[config.mk]
export PLATFORM = sky130hd
export DESIGN_NAME = quadrature_encode
export DESIGN_NICKNAME = d
export VERILOG_FILES = /design/src/rtl/quadrature_encode.sv
export SDC_FILE = /design/constraint.sdc
export NUM_CORES = 1
export LEC_CHECK = 0
export ABC_CLOCK_PERIOD_IN_PS = 5200
export BUFFER_PORTS_ARGS = -buffer_cell sky130_fd_sc_hd__clkbuf_2
export CORE_MARGIN = 2
export CORE_UTILIZATION = 47
export CTS_CLUSTER_DIAMETER = 30
export CTS_CLUSTER_SIZE = 16
export DETAILED_ROUTE_END_ITERATION = 12
export PLACE_DENSITY_LB_ADDON = 0.3
export SYNTH_ARGS = -nofsm -noshare
export SYNTH_HDL_FRONTEND = slang
export SYNTH_SLANG_ARGS = --single-unit
export TNS_END_PERCENT = 10
[constraint.sdc]
create_clock -name clk -period 5.2 [get_ports clk]
set_input_delay 1.04 -clock clk [delete_from_list [all_inputs] [get_ports clk]]
set_output_delay 1.04 -clock clk [all_outputs]
set_load 0.01 [all_outputs]
[src/rtl/quadrature_encode.sv]
// Quadrature step generator: walks a registered position toward a latched target,
// one count per prescaled step, emitting Gray-coded A/B phases straight from flops.
module quadrature_encode #(
    parameter int width     = 8,
    parameter int div_width = 16
) (
    input  logic                 clk,
    input  logic                 rst_n,
    input  logic                 load,
    input  logic [width-1:0]     target,
    input  logic [div_width-1:0] divisor,
    output logic                 A,
    output logic                 B,
    output logic [width-1:0]     position,
    output logic                 busy,
    output logic                 done
);

    typedef enum logic {IDLE, RUN} state_t;

    state_t               state_q, state_d;
    logic [width-1:0]     position_q, position_d;
    logic [width-1:0]     target_q, target_d;
    logic [div_width-1:0] div_q, div_d;
    logic [div_width-1:0] presc_q, presc_d;
    logic                 a_q, a_d;
    logic                 b_q, b_d;
    logic                 done_q, done_d;
    logic [width-1:0]     diff;
    logic                 at_target;

    // NOTE: every variable gets a default first so no path through this block infers a latch.
    always_comb begin
        state_d    = state_q;
        position_d = position_q;
        target_d   = target_q;
        div_d      = div_q;
        presc_d    = presc_q;
        done_d     = 1'b0;
        diff       = target_q - position_q;

        // A load replaces the command but only an idle load restarts the prescaler.
        if (load) begin
            target_d = target;
            div_d    = divisor;
            if (state_q == IDLE) presc_d = divisor;
        end

        // A due step still heads toward the old target; the new one applies afterwards.
        if (state_q == RUN) begin
            if (presc_q == '0) begin
                if (diff != '0)
                    position_d = diff[width-1] ? position_q - width'(1) : position_q + width'(1);
                presc_d = div_d;
            end else begin
                presc_d = presc_q - div_width'(1);
            end
        end

        at_target = (position_d == target_d);

        case (state_q)
            IDLE: begin
                if (load) begin
                    if (at_target) done_d  = 1'b1;
                    else           state_d = RUN;
                end
            end
            RUN: begin
                if (at_target) begin
                    state_d = IDLE;
                    done_d  = 1'b1;
                end
            end
            default: state_d = IDLE;
        endcase

        a_d = position_d[1];
        b_d = position_d[1] ^ position_d[0];
    end

    // NOTE: sequential state uses non-blocking assignments so all flops update from the same pre-edge values.
    always_ff @(posedge clk or negedge rst_n) begin
        if (!rst_n) begin
            state_q    <= IDLE;
            position_q <= '0;
            target_q   <= '0;
            div_q      <= '0;
            presc_q    <= '0;
            a_q        <= 1'b0;
            b_q        <= 1'b0;
            done_q     <= 1'b0;
        end else begin
            state_q    <= state_d;
            position_q <= position_d;
            target_q   <= target_d;
            div_q      <= div_d;
            presc_q    <= presc_d;
            a_q        <= a_d;
            b_q        <= b_d;
            done_q     <= done_d;
        end
    end

    assign A        = a_q;
    assign B        = b_q;
    assign position = position_q;
    assign busy     = (state_q == RUN);
    assign done     = done_q;

endmodule

==> results.md, run 1 <==
- Status: completed
- Worst Setup End Kind: flop
- Footprint of the multi-input gates: 2043 sq um
- Vias in the first global route: 2949
- Period utilisation layout: 91.55%
- DRC viols: 0
- CTS clk-pin slew, worst paths: 100 ps
- CP max FO: 15
- Clk buf depth: 2
- Yosys top cell area share: 36.90%
- Pre-antenna DRT Iters: 4
- Post-Syn Instances: 391
- Synth Area in Compound Gates: 20.33%
- FF/Latch Area: 1276 sq um
- Asr flop ratio synth: 100.0%
- Remaining global-route overflow: 0
- Pwr Total: 1.167 mW
- Number of synthesized flops with an enable pin: 0
- DIE AREA: 8060 sq um
- Crit path cell chain: inv_1 > ha_1 > o21ai_0 > a21oi_1 > a41oi_2 > xnor2_4 > inv_1 > fa_1 > nor2b_1 > o31ai_1 > xnor2_1 > xnor2_1 > a2111oi_0 > nor3_1 > or4_4 > o31a_1
- DRT Wirelength: 8039 microns
- Yosys warns: 0
- CP Launch Type: flop
- WL per Instance: 15.37 microns
- Synth unique cells: 59
- ANT cells: 0
- Max-slew headroom: 35.37%
- R2r endpoint: busy
- TNS Setup: 0 ps
- CTS tree: built
- Synth area leaders: dfrtp_1, o21ai_0, ha_1, nand2_1, xnor2_1
- Synth area leader: dfrtp_1
- Io pins: 39
- TritonCTS buffer count: 5
- MaxCap Viol Count: 0
- Final #Nets: 467
- Tmin final: 4761 ps
- Mean Syn Cell Area: 8.845 sq um
- P_leak: 1.711 nW
- Arrival time worst endpoint: 4970 ps
- DRT iter0 DRCs: 112
- Detailed placement HPWL: 5848 microns
- Layout cells sized above 1: 17.22%
- Slew @ Worst Pin: 957.0 ps
- Core Region: 7176 sq um
- Antenna Violating Nets Remaining: 0
- Initial Utilization: 48.20%
- Largest family of logic cells by synthesized area: compound AO/OA/AOI/OAI gates
- Crit Path Category: flop to flop
- Core Rows: 31
- R2R depth: 16
- Reg2Reg Setup Slack: 440 ps
- CP max-delay cell: or4_4
- Antenna violations before repair: 0
- H-tree levels: 2
- First-pass GRT wire length: 13830 microns
- Crit-path max cell delay: 530 ps
- Filler cells: 681
- Netlist Area Pre-Place: 3458 sq um
- Die Height: 89.78 microns
- Synth-to-layout area growth: 10.82%
- Syn_nets: 434
- Post-Synth XOR/XNOR Area: 6.295%
- Via Count: 2969
- Commonest non-fill, non-tap cell in the layout: dfrtp_1
- Worst Hold Class: flop to flop
- Commonest cells after routing, fill and taps aside: dfrtp_1, nand2_1, o21ai_0
- Predominant post-synthesis flop cell: dfrtp_1
- Simple-Gate Fraction of Synth Area: 19.65%
- Synth Area in Adders: 6.006%
- Final setup viols: 0
- Latest clock arrival within the worst-skew pair: 310 ps
- Power per cell area: 304.6 nW/um^2
- Endpoints failing hold: 0
- Die width: 89.78 microns
- Met3 Use GR: 3.353%
- Hold_sp: div_q[11]
- RSZ-0062 raised after global routing: no
- Largest net degree at the start of global routing: 52
- Drt via density: 5.677
- Mux cell area share after synthesis: 6.259%
- GRT busiest layer: met2
- Critical Path RT: 5410 ps
- Worst IR Drop VDD: 162.0 uV
- F_max: 0.2101 GHz
- Final Slew Violations: 0
- Hold path endpoint: div_q[11]
- Grt met1 use: 28.62%
- # clock sinks: 51
- Cells on Worst Hold Path: 2
- Clock root buffer: clkbuf_8
- Sequential fraction of the synthesis area: 36.90%
- GRT Total Usage: 20.73%
- Skew final: 16.22 ps
- PortBufs: 38
- RD Place Congestion: 0.9003
- Reg2reg start: position[3]
- Met2 Use GR: 33.71%
- #FFs+latches synth: 51
-- cells by family (layout without fill, tap and decap cells) --
family / Yosys count / count (layout)
compound gates: 109 / 109
xor+xnor: 24 / 24
fa+ha+maj: 16 / 16
mux: 20 / 20
flops: 51 / 51
buf+inv: 40 / 73
simple gates: 131 / 131
-- metal layers --
metal	routed length, microns	part of all wire, %
met5	0	0
met4	89	1.1
met3	315	3.9
met2	3757	47
met1	3877	48
-- cells in the mapped netlist (5+ instances only) --
library cell,instances
a21o_1,6
a21oi_1,18
a22o_1,5
and2_1,5
clkbuf_1,8
dfrtp_1,51
ha_1,15
inv_1,25
mux2_2,13
mux2i_1,7
nand2_1,42
nand2b_1,12
nor2_1,30
nor2b_1,9
nor3_1,9
o21ai_0,39
o22ai_1,5
xnor2_1,18
xor2_1,5
-- final cells by class --
class                      count  area share [%]
inverter                      25           2.449
timing repair buffer          41           5.550
multi-input combinational    300           53.31
clock inverter                 2          0.3591
sequential                    51           33.30
tap                           99           3.232
clock buffer                   5           1.796
-- power by group --
part	switching (mW)	leakage (nW)	internal (mW)
clock	0.134	0.0440	0.0924
combinational	0.214	1.05	0.169
sequential	0.0785	0.622	0.480
total	0.427	1.71	0.740
-- how the worst max path moves through the flow --
| stage | depth (start not counted) | slack, ps | endpoint | startpoint |
|---|---|---|---|---|
| 3_5_place_dp | 15 | 300 | busy | position[3] |
| 5_1_grt | 16 | 30 | busy | position[4] |
| 6_report | 16 | 440 | busy | position[3] |
| 4_1_cts | 15 | 290 | busy | position[3] |
| 2_1_floorplan | 15 | 870 | busy | position[1] |
| 3_3_place_gp | 15 | 470 | busy | position[4] |
-- sequential cells by signal, indices dropped and copies added, names as in the netlist --
register  cells
div_q        16
presc_q      16
position      8
target_q      8
B             1
busy          1
done          1
-- metrics by stage --
step / setup WS, ps / util [%] / std cells / area [sq um] / hold slack, ps
detailed placement: 298.3 / 52.00 / 516 / 3731 / 462.3
finish: 439.4 / 53.41 / 523 / 3832 / 480.0
floorplan: 866.5 / - / 391 / 3458 / 442.4
CTS: 290.3 / 53.15 / 523 / 3814 / 485.0
global placement: 468.1 / 52.00 / 516 / 3731 / 454.0
global route: 30.34 / 53.41 / 523 / 3832 / 511.1
-- timing repair --
item,CTS,global route
setup buffers,0,0
hold buffers,0,0
endpoints found under the hold margin,0,0
resized for setup,0,2
endpoints found under the setup margin,0,2
-- worst max-delay path: cells and delay by family, from the launching register on --
family                   cells  cell delay (ps)
AND/OR/NAND/NOR              3              790
buffers and inverters        2              340
adder cells (fa/ha/maj)      2              820
XOR/XNOR                     3              890
AO/OA/AOI/OAI                6             1330
flip-flops                   1              490
No activity file was read; power rests on OpenSTA's default activity.
==> run 2: changes to the inputs <==
--- a/config.mk
+++ b/config.mk
@@ -5,6 +5,7 @@
 export SDC_FILE = /design/constraint.sdc
 export NUM_CORES = 1
 export LEC_CHECK = 0
+export ABC_AREA = 1
 export ABC_CLOCK_PERIOD_IN_PS = 5200
 export BUFFER_PORTS_ARGS = -buffer_cell sky130_fd_sc_hd__clkbuf_2
 export CORE_MARGIN = 2
==> results.md, run 2 <==
- Status: completed
- Met3 Use GR: 3.506% (+0.15 points)
- Synth unique cells: 39 (-34%)
- Remaining global-route overflow: 0 (unchanged)
- PortBufs: 38 (unchanged)
- Clock power share: 22.9% (+3.5 points)
- Commonest cells after routing, fill and taps aside: nand2_1, inv_1, dfrtp_1
- H-tree levels: 2 (unchanged)
- Asr flop ratio synth: 100.0% (unchanged)
- Endpoints failing hold: 0 (unchanged)
- Synth area leaders: dfrtp_1, nand2_1, inv_1, o21ai_0, ha_1
- CTS clk-pin slew, worst paths: 90 ps (about the same)
- Final #Nets: 551 (+18%)
- Netlist Area Pre-Place: 3536 sq um (+2.2%)
- FF/Latch Area: 1276 sq um (unchanged)
- Latest clock arrival within the worst-skew pair: 300 ps (about the same)
- Syn_nets: 515 (+19%)
- Via Count: 3083 (+3.8%)
- Clock root buffer: clkbuf_8
- DIE AREA: 8233 sq um (+2.1%)
- CP Launch Type: flop
- Reg power frac: 47.7% (about the same)
- MaxCap Viol Count: 0 (unchanged)
- CTS tree: built
- Worst Hold Class: flop to flop
- Power per cell area: 280.2 nW/um^2 (-8.0%)
- Final setup viols: 0 (unchanged)
- Synth-to-layout area growth: 10.40%
- Drt via density: 5.071 (-11%)
- DRT iter0 DRCs: 112 (unchanged)
- TNS Setup: 0 ps (unchanged)
- Antenna violations before repair: 0 (unchanged)
- Core Rows: 31 (unchanged)
- RD Place Congestion: 0.9319 (+3.5%)
- ANT cells: 0 (unchanged)
- DRC viols: 0 (unchanged)
- Yosys top cell area share: 36.09% (-0.81 points)
- Footprint of the multi-input gates: 1898 sq um (-7.1%)
- Core Region: 7253 sq um (+1.1%)
- Initial Utilization: 48.75% (+0.55 points)
- GRT Total Usage: 20.08% (-0.65 points)
- Die Height: 90.74 microns (+1.1%)
- Reg2reg start: position[4]
- Sequential fraction of the synthesis area: 36.09% (-0.81 points)
- Detailed placement HPWL: 5825 microns (-0.40%)
- CP max FO: 9 (-6)
- Largest net degree at the start of global routing: 52 (unchanged)
- #FFs+latches synth: 51 (unchanged)
- GRT busiest layer: met2
- Die width: 90.74 microns (+1.1%)
- Post-CTS Setup Bufs: 0 (unchanged)
- Cts hold-fix bufs: 0 (unchanged)
- Arrival time worst endpoint: 3590 ps (-1380 ps)
- Filler cells: 735 (+7.9%)
- Net Sw Frac: 34.03% (-2.5 points)
- Regs by FF count: div_q: 16 flops, presc_q: 16 flops
- Pre-antenna DRT Iters: 4 (unchanged)
- # clock sinks: 51 (unchanged)
- Clk buf depth: 2 (unchanged)
- Predominant post-synthesis flop cell: dfrtp_1
- Combinational share of power: 29.4% (-3.4 points)
- Synth area leader: dfrtp_1
- Mean Syn Cell Area: 7.491 sq um (-15%)
- Most common library cells after synthesis: nand2_1, inv_1, dfrtp_1
- Antenna Violating Nets Remaining: 0 (unchanged)
- CP startpoint: position[4]
- Final Slew Violations: 0 (unchanged)
- Skew final: 3.253 ps (-12.97 ps)
- Layout cells sized above 1: 16.90% (-0.32 points)
- Commonest non-fill, non-tap cell in the layout: nand2_1
- F_max: 0.2929 GHz (+39%)
- Post_cts resized: 0 (unchanged)
- Met2 Use GR: 36.07% (+2.4 points)
- Crit Path Category: flop to flop
- DRT Wirelength: 7673 microns (-4.6%)
- Hold_sp: div_q[1]
- TritonCTS buffer count: 5 (unchanged)
- Worst IR Drop VDD: 171.0 uV (+5.6%)
- P_sw: 372.3 uW (-13%)
- P_leak: 2.047 nW (+20%)
- Yosys warns: 0 (unchanged)
- Pwr Total: 1.094 mW (-6.3%)
- Max-slew headroom: 56.56% (+21 points)
- Tmin final: 3415 ps (-1346 ps)
- Power Internal: 721.7 uW (-2.5%)
- Period utilisation layout: 65.66% (-26 points)
- Most numerous cell in the Yosys netlist: nand2_1
- Slew @ Worst Pin: 651.6 ps (-305.4 ps)
- Number of synthesized flops with an enable pin: 0 (unchanged)
- WL per Instance: 12.62 microns (-18%)
- First-pass GRT wire length: 13500 microns (-2.3%)
- Post-Syn Instances: 472 (+21%)
- Grt met1 use: 24.79% (-3.8 points)
- Critical Path RT: 5380 ps (-30 ps)
- Worst Setup End Kind: flop
- Io pins: 39 (unchanged)
- RSZ-0062 raised after global routing: no
- Vias in the first global route: 3035 (+2.9%)
run 2: area by class of cell:
| class | count | area share, % |
|---|---|---|
| multi-input cells | 330 | 48.62 |
| flip-flops and latches | 51 | 32.69 |
| inverters | 80 | 7.692 |
| well taps | 99 | 3.173 |
| repair buffers | 40 | 5.256 |
| clock buffers | 8 | 2.564 |
run 2: power groups by stage:
stage	clock [mW]	sequential, mW	combinational (mW)
5_1_grt	0.277	0.529	0.377
2_1_floorplan	0	0.516	0.258
4_1_cts	0.262	0.522	0.325
3_3_place_gp	0	0.526	0.314
6_report	0.250	0.522	0.322
3_5_place_dp	0	0.529	0.323
run 2: worst paths after layout:
check                      slack (ps)  cells past startpoint     endpoint
setup / recovery                 1790                     25         busy
hold reg to reg                   480                      2     div_q[1]
min in group asynchronous         840                      2    div_q[14]
max in group asynchronous        3920                      2  target_q[2]
setup reg to reg                 1790                     25         busy
hold / removal                    480                      2     div_q[1]
run 2: stage by stage:
step	hold slack (ps)	std cells	utilization [%]	worst slack (ps)	area, sq um
after detailed placement	459.1	600	52.44	1813	3804
final	476.8	608	53.82	1785	3904
after floorplan	437.1	472	-	2113	3536
after global routing	513.7	608	53.82	1347	3904
after CTS	482.9	608	53.82	1799	3904
after global placement	458.1	600	52.44	1903	3804
run 2: metal layers:
layer  part of all wire [%]  up-vias
li1                       -     1589
met3                    3.9        4
met4                   0.63        0
met1                     44     1434
met2                     51       56
met5                      0        -
run 2: critical path, cell delays in order, from the launching register on:
cell     delay [ps]
dfrtp_1         440
inv_1            70
ha_1            360
nand2_1          80
nand2_1          90
a21oi_2         170
nand3_1         120
nand2_1         270
inv_1            90
fa_1            410
inv_1            70
nand3_1          60
nand2_1         110
nand2_1          70
a21oi_1         160
nor2_1           60
nand2_1          50
nand2_1          60
nand3_2          80
nand2_1          70
nand2_1          60
nand2_1          60
nor2_1          100
nand2_1          50
nor2_1          100
nor2_1           40
run 2: logic make-up (layout without fill, tap and decap cells):
| family | after synthesis | in the layout | share of synthesized area (%) |
|---|---|---|---|
| AOI/OAI and AO/OA | 79 | 79 | 13.16 |
| xor gates and xnor gates | 17 | 17 | 4.211 |
| adders and majority gates | 16 | 16 | 5.874 |
| buffers and inverters | 91 | 128 | 10.23 |
| DFF | 51 | 51 | 36.09 |
| and+or+nand+nor | 218 | 218 | 30.43 |
==> run 3: changes to the inputs <==
--- a/config.mk
+++ b/config.mk
@@ -6,7 +6,7 @@
 export NUM_CORES = 1
 export LEC_CHECK = 0
 export ABC_AREA = 1
-export ABC_CLOCK_PERIOD_IN_PS = 5200
+export ABC_CLOCK_PERIOD_IN_PS = 2800
 export BUFFER_PORTS_ARGS = -buffer_cell sky130_fd_sc_hd__clkbuf_2
 export CORE_MARGIN = 2
 export CORE_UTILIZATION = 47
==> constraint.sdc (replaced) <==
create_clock -name clk -period 2.8 [get_ports clk]
set_input_delay 0.56 -clock clk [delete_from_list [all_inputs] [get_ports clk]]
set_output_delay 0.56 -clock clk [all_outputs]
set_load 0.01 [all_outputs]
==> results.md, run 3 (synthesized netlist as in run 2, its figures left out) <==
- Crit Path Category: flop to flop
- Reg power frac: 43.7% (-4.0 points)
- First-pass GRT wire length: 14820 microns (+9.8%)
- Antenna violations before repair: 0 (unchanged)
- Remaining global-route overflow: 0 (unchanged)
- Delay-heaviest family, CP: simple AND/OR/NAND/NOR gates
- Core Region: 7253 sq um (unchanged)
- Crit-path max cell delay: 430 ps (about the same)
- DP Area: 4192 sq um (+10%)
- Net Sw Frac: 34.28% (+0.25 points)
- F_max: 0.3302 GHz (+13%)
- Pre-antenna DRT Iters: 4 (unchanged)
- Worst Setup End Kind: flop
- Latest clock arrival within the worst-skew pair: 310 ps (about the same)
- Commonest non-fill, non-tap cell in the layout: nand2_1
- P_leak: 2.314 nW (+13%)
- MaxCap Viol Count: 0 (unchanged)
- Detailed placement HPWL: 6514 microns (+12%)
- Failing checks: negative setup slack
- Power Internal: 1.453 mW (+100%)
- Io pins: 39 (unchanged)
- CP max FO: 8 (-1)
- RD Place Congestion: 0.9096 (-2.4%)
- Critical Path RT: 3050 ps (-2330 ps)
- Regs by FF count: div_q: 16 flops, presc_q: 16 flops
- CTS tree: built
- DRC viols: 0 (unchanged)
- Antenna Violating Nets Remaining: 0 (unchanged)
- Largest net degree at the start of global routing: 41 (-21%)
- Worst Hold Class: input port to asynchronous set/reset pin
- CP Launch Type: flop
- Arrival time worst endpoint: 3270 ps (-320 ps)
- Layout cells sized above 1: 32.80% (+16 points)
- Worst setup margin: -228.5 ps (-2014 ps)
- Clock power share: 24.2% (+1.3 points)
- Max-slew headroom: 56.04% (-0.51 points)
- RSZ-0062 raised after global routing: yes
- Commonest cells after routing, fill and taps aside: nand2_1, inv_1, buf_4
- Die Height: 90.74 microns (unchanged)
- Final #Nets: 600 (+8.9%)
- Final setup viols: 2 (+2)
- Placed Cells: 638 (+6.3%)
- Filler cells: 661 (-10%)
- P_sw: 758.1 uW (+100%)
- DRT Wirelength: 8602 microns (+12%)
- CTS clk-pin slew, worst paths: 100 ps (about the same)
- Vias in the first global route: 3381 (+11%)
- DRT iter0 DRCs: 190 (+70%)
- Period utilisation layout: 108.2% (+42 points)
- CP max-delay cell: dfrtp_1
- Endpoints failing hold: 0 (unchanged)
- Slew @ Worst Pin: 659.4 ps (+7.717 ps)
- Core Rows: 31 (unchanged)
- Combinational share of power: 32.1% (+2.7 points)
- Via Count: 3287 (+6.6%)
- Layout Utilization: 62.19% (+8.4 points)
- PortBufs: 38 (unchanged)
- Worst IR Drop VDD: 320.9 uV (+88%)
- # clock sinks: 51 (unchanged)
- Clk buf depth: 2 (unchanged)
- DIE AREA: 8233 sq um (unchanged)
- GRT Total Usage: 21.93% (+1.8 points)
- ANT cells: 0 (unchanged)
- Die width: 90.74 microns (unchanged)
- H-tree levels: 2 (unchanged)
- Crit-path most repeated cell: nand2_1
- WL per Instance: 13.09 microns (+3.7%)
- Worst Path Buf+Inv: 3 (unchanged)
- Status: finished with violations
- Drt via density: 5.003 (-1.3%)
- Initial Utilization: 48.75% (unchanged)
- Final non-filler cell area: 4511 sq um (+16%)
- TritonCTS buffer count: 5 (unchanged)
- Power per cell area: 490.3 nW/um^2 (+75%)
- Skew final: 13.77 ps (+10.52 ps)
- Synth-to-layout area growth: 27.57%
- Final Slew Violations: 0 (unchanged)
- Non-filler cells, final: 657 (+8.1%)
- Tmin final: 3028 ps (-386.1 ps)
- Clock root buffer: clkbuf_8
run 3: changes by cell type in the layout (fill, tap and decap cells not counted), moves of 4 or more:
cell | previous run | this run
buf_4 | 2 | 50
nand2_1 | 118 | 102
nand2_2 | 7 | 18
inv_1 | 76 | 66
inv_2 | 4 | 12
ha_1 | 15 | 8
ha_4 | 0 | 6
dfrtp_1 | 51 | 46
dfrtp_2 | 0 | 5
a21oi_1 | 9 | 5
nand2_4 | 5 | 9
run 3: per-stage QoR:
step | setup TNS [ps] | power (mW) | setup slack, ps | hold WS (ps)
2_1_floorplan | -65.72 | 1.453 | -34.62 | 264.4
5_1_grt | -1086 | 2.379 | -449.6 | 297.4
3_5_place_dp | -500.4 | 1.640 | -253.1 | 467.8
4_1_cts | -366.0 | 2.190 | -183.6 | 271.2
6_report | -440.8 | 2.211 | -228.5 | 253.1
3_3_place_gp | -241.2 | 1.609 | -150.4 | 449.6
run 3: timing repair:
item | 4_1_cts | 5_1_grt
setup endpoints to repair | 2 | 6
hold endpoints to repair | 0 | 0
hold buffers | 0 | 0
resized for setup | 6 | 31
buffers inserted | 2 | 9
pin swaps | 4 | 17
run 3: final cells by class:
| cell class | instances | area [sq um] | area share (%) |
|---|---|---|---|
| multi-input cells | 330 | 2097 | 46.49 |
| inverters | 80 | 305.3 | 6.768 |
| flip-flops and latches | 51 | 1282 | 28.43 |
| repair buffers | 89 | 585.6 | 12.98 |
| clock inverters | 3 | 47.55 | 1.054 |
| well taps | 99 | 123.9 | 2.746 |
| clock buffers | 5 | 68.82 | 1.526 |
run 3: final timing paths:
| kind | startpoint | endpoint | slack (ps) | cells past startpoint |
|---|---|---|---|---|
| worst max-delay path | target_q[4] | done | -230 | 25 |
| worst min-delay path | rst_n | div_q[6] | 250 | 1 |
| worst max register to register | target_q[4] | done | -230 | 25 |
| worst min register to register | div_q[15] | div_q[15] | 490 | 2 |
| max in group asynchronous | rst_n | position[5] | 1950 | 2 |
| min in group clk | div_q[15] | div_q[15] | 490 | 2 |
run 3: power groups by stage:
stage	combinational (mW)	clock, mW	sequential [mW]
3_3_place_gp	0.632	0	0.977
6_report	0.710	0.535	0.967
5_1_grt	0.814	0.580	0.985
4_1_cts	0.673	0.550	0.967
3_5_place_dp	0.658	0	0.982
2_1_floorplan	0.491	0	0.962
run 3: routing by layer:
layer | part of all wire [%] | wire length (microns) | vias up | GRT usage (%)
li1 | - | - | 1686 | -
met1 | 43 | 3674 | 1531 | 26.25
met2 | 53 | 4522 | 55 | 40.80
met3 | 2.7 | 234 | 15 | 2.588
met4 | 2.0 | 171 | 0 | 6.667
met5 | 0 | 0 | - | 0
